**config.mk**
```make
export PLATFORM = sky130hd
export DESIGN_NAME = dma_bus_master_flat
export DESIGN_NICKNAME = d
export VERILOG_FILES = /design/src/rtl/dma_bus_master_pkg.sv /design/src/rtl/dma_bus_master_if.sv /design/src/rtl/dma_bus_master_timeout_counter.sv /design/src/rtl/dma_bus_master.sv /design/src/flat_wrapper.sv
export SDC_FILE = /design/constraint.sdc
export NUM_CORES = 1
export LEC_CHECK = 0
export CAP_MARGIN = 5
export CORE_MARGIN = 2
export CORE_UTILIZATION = 46
export CTS_BUF_LIST = sky130_fd_sc_hd__clkbuf_2 sky130_fd_sc_hd__clkbuf_4 sky130_fd_sc_hd__clkbuf_8
export CTS_CLUSTER_DIAMETER = 100
export DETAILED_ROUTE_END_ITERATION = 16
export GPL_TIMING_DRIVEN = 1
export PLACE_DENSITY = 0.79
export SYNTH_ARGS = -nofsm -noshare
export SYNTH_HDL_FRONTEND = slang
export SYNTH_SLANG_ARGS = --single-unit
```
**constraint.sdc**
```tcl
create_clock -name clock -period 2.1 [get_ports clock]
set_clock_uncertainty 0.1 [all_clocks]
set_input_delay 0.42 -clock clock [delete_from_list [all_inputs] [get_ports clock]]
set_output_delay 0.42 -clock clock [all_outputs]
set_load 0.02 [all_outputs]
```
**src/rtl/dma_bus_master_pkg.sv**
```systemverilog
// Shared encodings and field widths for the DMA single-word bus master.
package dma_pkg;

    localparam int ADDR_W  = 32;
    localparam int BE_W    = 4;
    localparam int BURST_W = 8;

    // Burst-size code for a single-beat transfer.
    localparam logic [BURST_W-1:0] BURST_SIZE_ONE_DEFAULT = 8'd0;

    // Bus master sequencing states.
    typedef enum logic [2:0] {
        S_IDLE   = 3'd0,
        S_REQ    = 3'd1,
        S_BEGIN  = 3'd2,
        S_RDWAIT = 3'd3,
        S_WRDATA = 3'd4,
        S_WREND  = 3'd5,
        S_ABORT  = 3'd6,
        S_DONE   = 3'd7
    } dma_state_e;

endpackage

```
**src/rtl/dma_bus_master_if.sv**
```systemverilog
// Front-end command handshake and shared system bus signals of the DMA master.
// Handshake: the front end issues a one-cycle s_readReady/s_dataReady strobe,
// which is only taken while s_busy is low; completion is a one-cycle
// s_endTransaction pulse qualified by s_dataValid/s_error. On the bus side the
// master holds requestTransaction until done, beginTransactionOut marks the
// single begin cycle, and dataValidOut is held while the slave asserts busyIn.
interface dma_bus_master_if;
    import dma_pkg::*;

    // Front-end side
    logic                s_readReady;
    logic                s_dataReady;
    logic [BE_W-1:0]     s_byteEnable;
    logic [ADDR_W-1:0]   s_address;
    logic [ADDR_W-1:0]   s_writeData;
    logic                s_busy;
    logic                s_endTransaction;
    logic                s_dataValid;
    logic [ADDR_W-1:0]   s_readData;
    logic                s_error;

    // System bus side
    logic                requestTransaction;
    logic                transactionGranted;
    logic                beginTransactionOut;
    logic [ADDR_W-1:0]   addressDataOut;
    logic [BE_W-1:0]     byteEnablesOut;
    logic                readNotWriteOut;
    logic [BURST_W-1:0]  burstSizeOut;
    logic                dataValidOut;
    logic                endTransactionOut;
    logic                busyIn;
    logic [ADDR_W-1:0]   addressDataIn;
    logic                dataValidIn;
    logic                endTransactionIn;
    logic                busErrorIn;

    // View of the DMA master itself.
    modport master (
        input  s_readReady, s_dataReady, s_byteEnable, s_address, s_writeData,
        output s_busy, s_endTransaction, s_dataValid, s_readData, s_error,
        output requestTransaction, beginTransactionOut, addressDataOut,
               byteEnablesOut, readNotWriteOut, burstSizeOut, dataValidOut,
               endTransactionOut,
        input  transactionGranted, busyIn, addressDataIn, dataValidIn,
               endTransactionIn, busErrorIn
    );

    // View of the environment: front end, arbiter and slave combined.
    modport slave (
        output s_readReady, s_dataReady, s_byteEnable, s_address, s_writeData,
        input  s_busy, s_endTransaction, s_dataValid, s_readData, s_error,
        input  requestTransaction, beginTransactionOut, addressDataOut,
               byteEnablesOut, readNotWriteOut, burstSizeOut, dataValidOut,
               endTransactionOut,
        output transactionGranted, busyIn, addressDataIn, dataValidIn,
               endTransactionIn, busErrorIn
    );

endinterface

```
**src/rtl/dma_bus_master_timeout_counter.sv**
```systemverilog
// Watchdog counter: counts enabled cycles since the last clear and flags the
// cycle in which the TIMEOUT_CYCLES-th waiting cycle is reached.
module dma_timeout_counter #(
    parameter int TIMEOUT_CYCLES = 255
) (
    input  logic clock,
    input  logic reset,
    input  logic clear,
    input  logic enable,
    output logic expired
);

    localparam logic [15:0] LAST_COUNT = 16'(TIMEOUT_CYCLES - 1);

    logic [15:0] count;

    // Expiry is flagged during the last allowed waiting cycle so the FSM
    // leaves after exactly TIMEOUT_CYCLES cycles of waiting.
    assign expired = enable && (count == LAST_COUNT);

    // Cycle counter; holds at the limit, cleared on reset or explicit clear.
    always_ff @(posedge clock) begin
        if (reset || clear) begin
            count <= '0;
        end else if (enable && !expired) begin
            count <= count + 16'd1;
        end
    end

endmodule

```
**src/rtl/dma_bus_master.sv**
```systemverilog
// Single-word DMA bus master: takes one read/write command from the custom
// instruction front end, arbitrates for the system bus, runs one single-beat
// transaction and reports completion, with a watchdog against silent slaves.
module dma_bus_master
    import dma_pkg::*;
#(
    parameter int                 TIMEOUT_CYCLES = 255,
    parameter logic [BURST_W-1:0] BURST_SIZE_ONE = BURST_SIZE_ONE_DEFAULT
) (
    input  logic              clock,
    input  logic              reset,
    dma_bus_master_if.master  bus,
    output dma_state_e        state_dbg
);

    dma_state_e state, state_n;

    logic [ADDR_W-1:0] cmd_addr;
    logic [BE_W-1:0]   cmd_be;
    logic [ADDR_W-1:0] cmd_data;
    logic              cmd_rnw;
    logic [ADDR_W-1:0] rd_data;
    logic              got_data;
    logic              err_flag;

    logic accept;
    logic accept_rnw;
    logic capture;
    logic set_err;
    logic tmo_clear;
    logic tmo_en;
    logic tmo_expired;

    assign state_dbg = state;

    dma_timeout_counter #(
        .TIMEOUT_CYCLES(TIMEOUT_CYCLES)
    ) u_timeout (
        .clock   (clock),
        .reset   (reset),
        .clear   (tmo_clear),
        .enable  (tmo_en),
        .expired (tmo_expired)
    );

    // State register; reset abandons any transaction without end pulses.
    always_ff @(posedge clock) begin
        if (reset) begin
            state <= S_IDLE;
        end else begin
            state <= state_n;
        end
    end

    // Command latch, read data capture and sticky error flag.
    always_ff @(posedge clock) begin
        if (reset) begin
            cmd_addr <= '0;
            cmd_be   <= '0;
            cmd_data <= '0;
            cmd_rnw  <= 1'b0;
            rd_data  <= '0;
            got_data <= 1'b0;
            err_flag <= 1'b0;
        end else if (accept) begin
            cmd_addr <= bus.s_address;
            cmd_be   <= bus.s_byteEnable;
            cmd_data <= bus.s_writeData;
            cmd_rnw  <= accept_rnw;
            rd_data  <= '0;
            got_data <= 1'b0;
            err_flag <= 1'b0;
        end else begin
            if (capture) begin
                rd_data  <= bus.addressDataIn;
                got_data <= 1'b1;
            end
            if (set_err) begin
                err_flag <= 1'b1;
            end
        end
    end

    // Next-state logic and Moore outputs for both bus and front end.
    always_comb begin
        state_n    = state;
        accept     = 1'b0;
        accept_rnw = 1'b0;
        capture    = 1'b0;
        set_err    = 1'b0;
        tmo_clear  = 1'b0;
        tmo_en     = 1'b0;

        bus.s_busy              = 1'b1;
        bus.s_endTransaction    = 1'b0;
        bus.s_dataValid         = 1'b0;
        bus.s_readData          = '0;
        bus.s_error             = 1'b0;
        bus.requestTransaction  = 1'b0;
        bus.beginTransactionOut = 1'b0;
        bus.addressDataOut      = '0;
        bus.byteEnablesOut      = '0;
        bus.readNotWriteOut     = 1'b0;
        bus.burstSizeOut        = '0;
        bus.dataValidOut        = 1'b0;
        bus.endTransactionOut   = 1'b0;

        unique case (state)
            S_IDLE: begin
                bus.s_busy = 1'b0;
                // A read wins when both strobes arrive together.
                if (bus.s_readReady || bus.s_dataReady) begin
                    accept     = 1'b1;
                    accept_rnw = bus.s_readReady;
                    state_n    = S_REQ;
                end
            end
            S_REQ: begin
                bus.requestTransaction = 1'b1;
                if (bus.transactionGranted) begin
                    state_n = S_BEGIN;
                end
            end
            S_BEGIN: begin
                bus.requestTransaction  = 1'b1;
                bus.beginTransactionOut = 1'b1;
                bus.addressDataOut      = cmd_addr;
                bus.byteEnablesOut      = cmd_be;
                bus.readNotWriteOut     = cmd_rnw;
                bus.burstSizeOut        = BURST_SIZE_ONE;
                tmo_clear               = 1'b1;
                state_n                 = cmd_rnw ? S_RDWAIT : S_WRDATA;
            end
            S_RDWAIT: begin
                bus.requestTransaction = 1'b1;
                tmo_en                 = 1'b1;
                capture                = bus.dataValidIn;
                // Slave responses take precedence over the watchdog.
                if (bus.busErrorIn) begin
                    set_err = 1'b1;
                    state_n = S_DONE;
                end else if (bus.endTransactionIn) begin
                    set_err = !(bus.dataValidIn || got_data);
                    state_n = S_DONE;
                end else if (tmo_expired) begin
                    state_n = S_ABORT;
                end
            end
            S_WRDATA: begin
                bus.requestTransaction = 1'b1;
                bus.dataValidOut       = 1'b1;
                bus.addressDataOut     = cmd_data;
                tmo_en                 = 1'b1;
                if (bus.busErrorIn) begin
                    set_err = 1'b1;
                    state_n = S_DONE;
                end else if (!bus.busyIn) begin
                    state_n = S_WREND;
                end else if (tmo_expired) begin
                    state_n = S_ABORT;
                end
            end
            S_WREND: begin
                bus.requestTransaction = 1'b1;
                bus.endTransactionOut  = 1'b1;
                state_n                = S_DONE;
            end
            S_ABORT: begin
                bus.requestTransaction = 1'b1;
                bus.endTransactionOut  = 1'b1;
                set_err                = 1'b1;
                state_n                = S_DONE;
            end
            S_DONE: begin
                bus.s_endTransaction = 1'b1;
                bus.s_error          = err_flag;
                if (cmd_rnw && !err_flag) begin
                    bus.s_dataValid = 1'b1;
                    bus.s_readData  = rd_data;
                end
                state_n = S_IDLE;
            end
            default: begin
                state_n = S_IDLE;
            end
        endcase
    end

endmodule

```
**src/flat_wrapper.sv**
```systemverilog
// flat-port wrapper written by rule: the top's interface ports become plain ports
module dma_bus_master_flat import dma_pkg::*;
#(
    parameter int                 TIMEOUT_CYCLES = 255,
    parameter logic [BURST_W-1:0] BURST_SIZE_ONE = BURST_SIZE_ONE_DEFAULT
)
  (clock, reset, state_dbg, bus_s_readReady, bus_s_dataReady, bus_s_byteEnable, bus_s_address, bus_s_writeData, bus_s_busy, bus_s_endTransaction, bus_s_dataValid, bus_s_readData, bus_s_error, bus_requestTransaction, bus_beginTransactionOut, bus_addressDataOut, bus_byteEnablesOut, bus_readNotWriteOut, bus_burstSizeOut, bus_dataValidOut, bus_endTransactionOut, bus_transactionGranted, bus_busyIn, bus_addressDataIn, bus_dataValidIn, bus_endTransactionIn, bus_busErrorIn);
  dma_bus_master_if bus_i ();
  input  logic clock;
  input  logic reset;
  output dma_state_e state_dbg;
  input wire logic [$bits(bus_i.s_readReady)-1:0] bus_s_readReady;
  input wire logic [$bits(bus_i.s_dataReady)-1:0] bus_s_dataReady;
  input wire logic [$bits(bus_i.s_byteEnable)-1:0] bus_s_byteEnable;
  input wire logic [$bits(bus_i.s_address)-1:0] bus_s_address;
  input wire logic [$bits(bus_i.s_writeData)-1:0] bus_s_writeData;
  output wire logic [$bits(bus_i.s_busy)-1:0] bus_s_busy;
  output wire logic [$bits(bus_i.s_endTransaction)-1:0] bus_s_endTransaction;
  output wire logic [$bits(bus_i.s_dataValid)-1:0] bus_s_dataValid;
  output wire logic [$bits(bus_i.s_readData)-1:0] bus_s_readData;
  output wire logic [$bits(bus_i.s_error)-1:0] bus_s_error;
  output wire logic [$bits(bus_i.requestTransaction)-1:0] bus_requestTransaction;
  output wire logic [$bits(bus_i.beginTransactionOut)-1:0] bus_beginTransactionOut;
  output wire logic [$bits(bus_i.addressDataOut)-1:0] bus_addressDataOut;
  output wire logic [$bits(bus_i.byteEnablesOut)-1:0] bus_byteEnablesOut;
  output wire logic [$bits(bus_i.readNotWriteOut)-1:0] bus_readNotWriteOut;
  output wire logic [$bits(bus_i.burstSizeOut)-1:0] bus_burstSizeOut;
  output wire logic [$bits(bus_i.dataValidOut)-1:0] bus_dataValidOut;
  output wire logic [$bits(bus_i.endTransactionOut)-1:0] bus_endTransactionOut;
  input wire logic [$bits(bus_i.transactionGranted)-1:0] bus_transactionGranted;
  input wire logic [$bits(bus_i.busyIn)-1:0] bus_busyIn;
  input wire logic [$bits(bus_i.addressDataIn)-1:0] bus_addressDataIn;
  input wire logic [$bits(bus_i.dataValidIn)-1:0] bus_dataValidIn;
  input wire logic [$bits(bus_i.endTransactionIn)-1:0] bus_endTransactionIn;
  input wire logic [$bits(bus_i.busErrorIn)-1:0] bus_busErrorIn;
  assign bus_i.s_readReady = bus_s_readReady;
  assign bus_i.s_dataReady = bus_s_dataReady;
  assign bus_i.s_byteEnable = bus_s_byteEnable;
  assign bus_i.s_address = bus_s_address;
  assign bus_i.s_writeData = bus_s_writeData;
  assign bus_s_busy = bus_i.s_busy;
  assign bus_s_endTransaction = bus_i.s_endTransaction;
  assign bus_s_dataValid = bus_i.s_dataValid;
  assign bus_s_readData = bus_i.s_readData;
  assign bus_s_error = bus_i.s_error;
  assign bus_requestTransaction = bus_i.requestTransaction;
  assign bus_beginTransactionOut = bus_i.beginTransactionOut;
  assign bus_addressDataOut = bus_i.addressDataOut;
  assign bus_byteEnablesOut = bus_i.byteEnablesOut;
  assign bus_readNotWriteOut = bus_i.readNotWriteOut;
  assign bus_burstSizeOut = bus_i.burstSizeOut;
  assign bus_dataValidOut = bus_i.dataValidOut;
  assign bus_endTransactionOut = bus_i.endTransactionOut;
  assign bus_i.transactionGranted = bus_transactionGranted;
  assign bus_i.busyIn = bus_busyIn;
  assign bus_i.addressDataIn = bus_addressDataIn;
  assign bus_i.dataValidIn = bus_dataValidIn;
  assign bus_i.endTransactionIn = bus_endTransactionIn;
  assign bus_i.busErrorIn = bus_busErrorIn;
  dma_bus_master #(.TIMEOUT_CYCLES(TIMEOUT_CYCLES), .BURST_SIZE_ONE(BURST_SIZE_ONE)) u_core (.clock(clock), .reset(reset), .bus(bus_i), .state_dbg(state_dbg));
endmodule
```
Yosys cells after proc, flatten, opt, wreduce, memory -nomap -nowiden
Index checks and enable logic that the tools add are counted.

Register bits: 122. Input port bits: 109. Output and inout port bits: 88. Word-level logic and storage cells: 68.

Add/subtract/negate cells: 1. Eq/ne operators: 10. Muxes and demuxes: 33. Reductions and logical operators: 15.

Operators with widths (number): 32-bit two-way mux (2); 32-bit one-hot mux with 2 select lines (1); 3-bit two-way mux (8); 3-bit one-hot mux with 7 select lines (1); 1-bit two-way mux (19); 16-bit by 1-bit adder with 16-bit output, second input constant (1); 16-bit by 8-bit equality test with 1-bit output, second input constant (1); 3-bit equality test, second input constant (4); 3-bit by 2-bit equality test with 1-bit output, second input constant (2); 2-bit OR reduction (3); 6-bit OR reduction (1); 4-bit two-way mux (1); 3-bit by 1-bit equality test with 1-bit output, second input constant (1); 1-bit logical AND (3); 1-bit logical NOT (3); 3-bit logical NOT (1); 1-bit logical OR (3); 1-bit one-hot mux with 3 select lines (1); 2-bit by 1-bit != test with 1-bit output, second input constant (1); 2-bit != test, second input constant (1); 2-bit AND reduction (1).

Depth between registers and ports, before layout
Depth in word-level cells: 8. Mapped depth: 8. Gate-level depth less buffers: 7.

Hierarchy
A second synthesis with hierarchy kept.

Cell total of the unflattened synthesis: 685. Area, all modules: 5413.9 um2.

Modules (own cells, without submodules): dma_bus_master (instances 1, cells an instance 579, area each 4543.1 um2, sequential area each 2122.0 um2); dma_timeout_counter (instances 1, cells an instance 106, area each 870.8 um2, sequential area each 320.3 um2).

Least setup slack after synthesis
No wires, ideal clock.

Path type: register -> output. Start point: register u_core.state[1] (netlist: u_core.state_dbg[1]). End point: output bus_s_readData[22]. Arrival time: 1991 ps. Data required time: 1580 ps. Setup slack: -411 ps. Cell stages (with the launch flop): 6. Buffers on the path: 2. Path through: dfxtp_1 > and3_1 > clkbuf_1 > and3b_1 > clkbuf_1 > and2_1.

Word-level cells in the longest chain between the ends: 2.

RTL lines: start, declared (RTL line dma_bus_master.sv:16) `dma_state_e state, state_n;`; start signal, assigned (RTL line dma_bus_master.sv:51) `state <= state_n;`; 3-bit equality test (RTL line dma_bus_master.sv:108) `unique case (state)`; 32-bit two-way mux (RTL line dma_bus_master.sv:108); end, declared (RTL line flat_wrapper.sv:20) `output wire logic [$bits(bus_i.s_readData)-1:0] bus_s_readData;`.

No other way between the ends.

Worst setup path in the final report
Start point: register u_core.state[0] (netlist: u_core.state_dbg[0]). End point: output bus_s_readData[26].

Same word-level chain as after synthesis.

==> run summary <==
status: complete, but fails checks
violated checks: setup timing
hold slack final: 0.202 ns
final worst slack: -0.183 ns
P per Cell Area: 642 nW/um^2
total grt overflow: 0
largest net degree at the start of global routing: 70
drt total wl: 15900 um
Synth Area in XOR/XNOR: 2.31%
cts hold-fix bufs: 0
Vias per Instance: 5.27
Slew @ Worst Pin: 0.501 ns
largest family of logic cells by synthesized area: simple AND/OR/NAND/NOR gates
CP endpoint kind: output port
compound-cell area share of the yosys netlist: 17.2%
Via Count: 5427
EDFF count, synth: 0
Post-Syn Area: 5310 sq um
layout cells sized above 1: 23.1%
sequential share of power: 47.0%
Comb power frac: 13.2%
vias in the first global route: 5296
clock sinks: 122
antenna cells: 0
post-DR wirelength/cell: 15.4 um
P&R area growth vs syn: 54.7%
final hold violations: 0
Longest Clk Path Bufs: 2
CP max FO: 8
CP arrival: 1.76 ns
CTS Root Cell: clkbuf_8
Synth area leader: dfxtp_1
Min-Delay Path Class: in -> reg
area share of the largest cell type after synthesis: 46.0%
FF-to-FF End: u_core.u_timeout.count[14]$_SDFFE_PP0P_
Relative slew margins: 66.3%
Synth Area in Simple Gates: 27.8%
WHS Path Cells: 2
Die ar.: 12400 sq um
CTS tree: yes
row count: 39
post-place setup slack: -0.129 ns
Hold Crit Endpoint: u_core.cmd_rnw$_SDFFE_PP0P_
Routed Antenna Nets: 0
H-tree Lvls: 4
Critical Path Start Type: flop
DP Wirelength: 10100 um
worst hold path startpoint: reset
library cells used by synthesis: 46
initial antenna violation count: 0
Sw Pwr: 1.37 mW
fraction of synthesized area in multiplexers: 0.401%
Layout Utilization: 72.5%
post-synthesis sequential area ratio: 46.0%
Worst-Skew Late Latency: 0.42 ns
Syn Area/Cell: 7.82 sq um
Peak VDD IR: 408 uV
Die Span Y: 111 um
internal power: 3.90 mW
cell with the most instances after synthesis: nand2_1
cell count after placement: 981
CTS buffer count: 17
nets: 985
Final setup viols: 70
final critical-path required period: 2.28 ns
DRT iter0 DRCs: 488
Initial Util: 46.9%
worst r2r src: u_core.state_dbg[1]$_SDFFE_PP0P_
synth top area cells: dfxtp_1 (46%), nand2_1 (15%), a21oi_1 (10%)
Net Sw Frac: 26.0%
top post-synthesis cells by count: nand2_1 (208), dfxtp_1 (122), a21oi_1 (107), and2_1 (40), clkbuf_1 (36)
port bufs: 188
max-slew violations: 0
# DRC: 0
final cell count without fillers: 1030
DRT Pass-1 Iters: 7
clk slew on worst S/H paths: 0.08 ns
register bit total from synthesis: 122
Crit Path Class: reg -> out
core area: 11300 sq um
Max Clk Rate: 438 MHz
RSZ-0062 raised after global routing: yes
Die Width: 111 um
YS warnings: 0
power share of the clock group: 39.8%
share of synthesized registers carrying an async set or reset: 0%
TNS Setup: -8.09 ns
first-pass GRT wire length: 25300 um
synthesized instance count: 679
Fillers: 878
R2R depth: 8
max_cap viols: 0
Synth Area in Adders: 0.471%
Primary FF master, synth: dfxtp_1
Final GP Congestion: 0.844
reg2reg setup slack: 0.11 ns
GR Util All Layers: 24.9%
Lkg Pwr: 3.26 nW
fin crit share: 109%
worst path required time: 1.58 ns
I/O Pins: 197
## critical path, stage by stage (launching register included)
cell and delay, ns:
dfxtp_4 0.36, and3_4 0.18, and3b_2 0.23, buf_12 0.14
buf_16 0.14, and2_4 0.16, buf_6 0.12
## kinds of logic (layout without fill, tap and decap cells)
logic type      count (synthesis)  in the layout
mux                             2              2
other cells                     1              8
xor+xnor                       14             14
buf+inv                        64            265
fa+ha+maj                       2              2
simple gates                  320            320
compound gates                154            154
flops                         122            122
## repair_timing
action | in CTS | in global routing
resized for setup | 472 | 35
cloned | 4 | 0
setup buffers | 9 | 6
pin swaps | 26 | 14
setup endpoints to repair | 79 | 87
## state kept, by name (all words and copies together) (netlist names)
name	flops
u_core.cmd_addr	32
u_core.cmd_be	4
u_core.cmd_data	32
u_core.cmd_rnw	1
u_core.err_flag	1
u_core.got_data	1
u_core.rd_data	32
u_core.state_dbg	3
u_core.u_timeout.count	16
## worst max path at each step
| stage | slack [ns] | end | from | depth (start not counted) |
|---|---|---|---|---|
| after floorplan | 0.006 | bus_addressDataOut[17] | u_core.state_dbg[1]$_SDFFE_PP0P_ | 5 |
| after global placement | -0.1 | bus_addressDataOut[14] | u_core.state_dbg[2]$_SDFFE_PP0P_ | 4 |
| after detailed placement | -0.13 | bus_s_readData[11] | u_core.state_dbg[2]$_SDFFE_PP0P_ | 5 |
| after CTS | -0.20 | bus_s_readData[18] | u_core.state_dbg[1]$_SDFFE_PP0P_ | 6 |
| after global routing | -0.24 | bus_s_readData[26] | u_core.state_dbg[0]$_SDFFE_PP0P_ | 6 |
| final | -0.18 | bus_s_readData[26] | u_core.state_dbg[0]$_SDFFE_PP0P_ | 6 |
## layout make-up
type,count,area [sq um],area share (%)
Multi-Input combinational cell,500,2730,33.3
Sequential cell,122,2450,29.9
Timing Repair Buffer,229,2430,29.6
Clock buffer,19,262,3.18
Tap cell,143,179,2.18
Clock inverter,13,141,1.72
Inverter,4,15.0,0.183
## stage by stage
stage	cell area [sq um]	power, mW
6_report	8210	5.28
5_1_grt	8210	5.49
4_1_cts	8130	5.29
3_5_place_dp	7420	3.21
3_3_place_gp	7420	3.18
2_1_floorplan	5340	2.85
## per-layer routing
| metal | wire [um] | track usage [%] | vias up |
|---|---|---|---|
| met5 | 0 | 0 | - |
| met4 | 120 | 5.60 | 0 |
| met3 | 1340 | 7.08 | 11 |
| met2 | 8010 | 44.2 | 270 |
| met1 | 6430 | 29.9 | 2516 |
| li1 | - | - | 2630 |
## placed cells by master, fill, tap and decap left out, drive strengths merged, types with 2 or more instances in the layout
cell type      synthesis  final
nand3                  6      6
nor2                  30     30
and3b                  2      2
xnor2                  5      5
nor4                   3      3
a211oi                 2      2
nor3                   4      4
or3                    4      4
dlygate4sd2            0      3
a22o                  32     32
o21ai                  8      8
and4                   2      2
xor2                   9      9
ha                     2      2
nand2                208    208
and2                  40     40
clkdlybuf4s50          0    107
nand4                  5      5
clkbuf                36     19
and3                   4      4
clkinvlp               0      3
dfxtp                122    122
a21oi                107    107
nand4b                 2      2
nor3b                  4      4
bufinv                 0      2
clkinv                 0      5
nand2b                 3      3
conb                   1      8
inv                    4      7
buf                   24    119
## power groups by stage
stage | clock, mW | sequential, mW | combinational, mW
final | 2.10 | 2.48 | 0.697
after global routing | 2.23 | 2.49 | 0.761
after CTS | 2.13 | 2.48 | 0.682
after detailed placement | 0 | 2.53 | 0.673
after global placement | 0 | 2.53 | 0.658
after floorplan | 0 | 2.52 | 0.329
(Power assumes the default switching activity.)
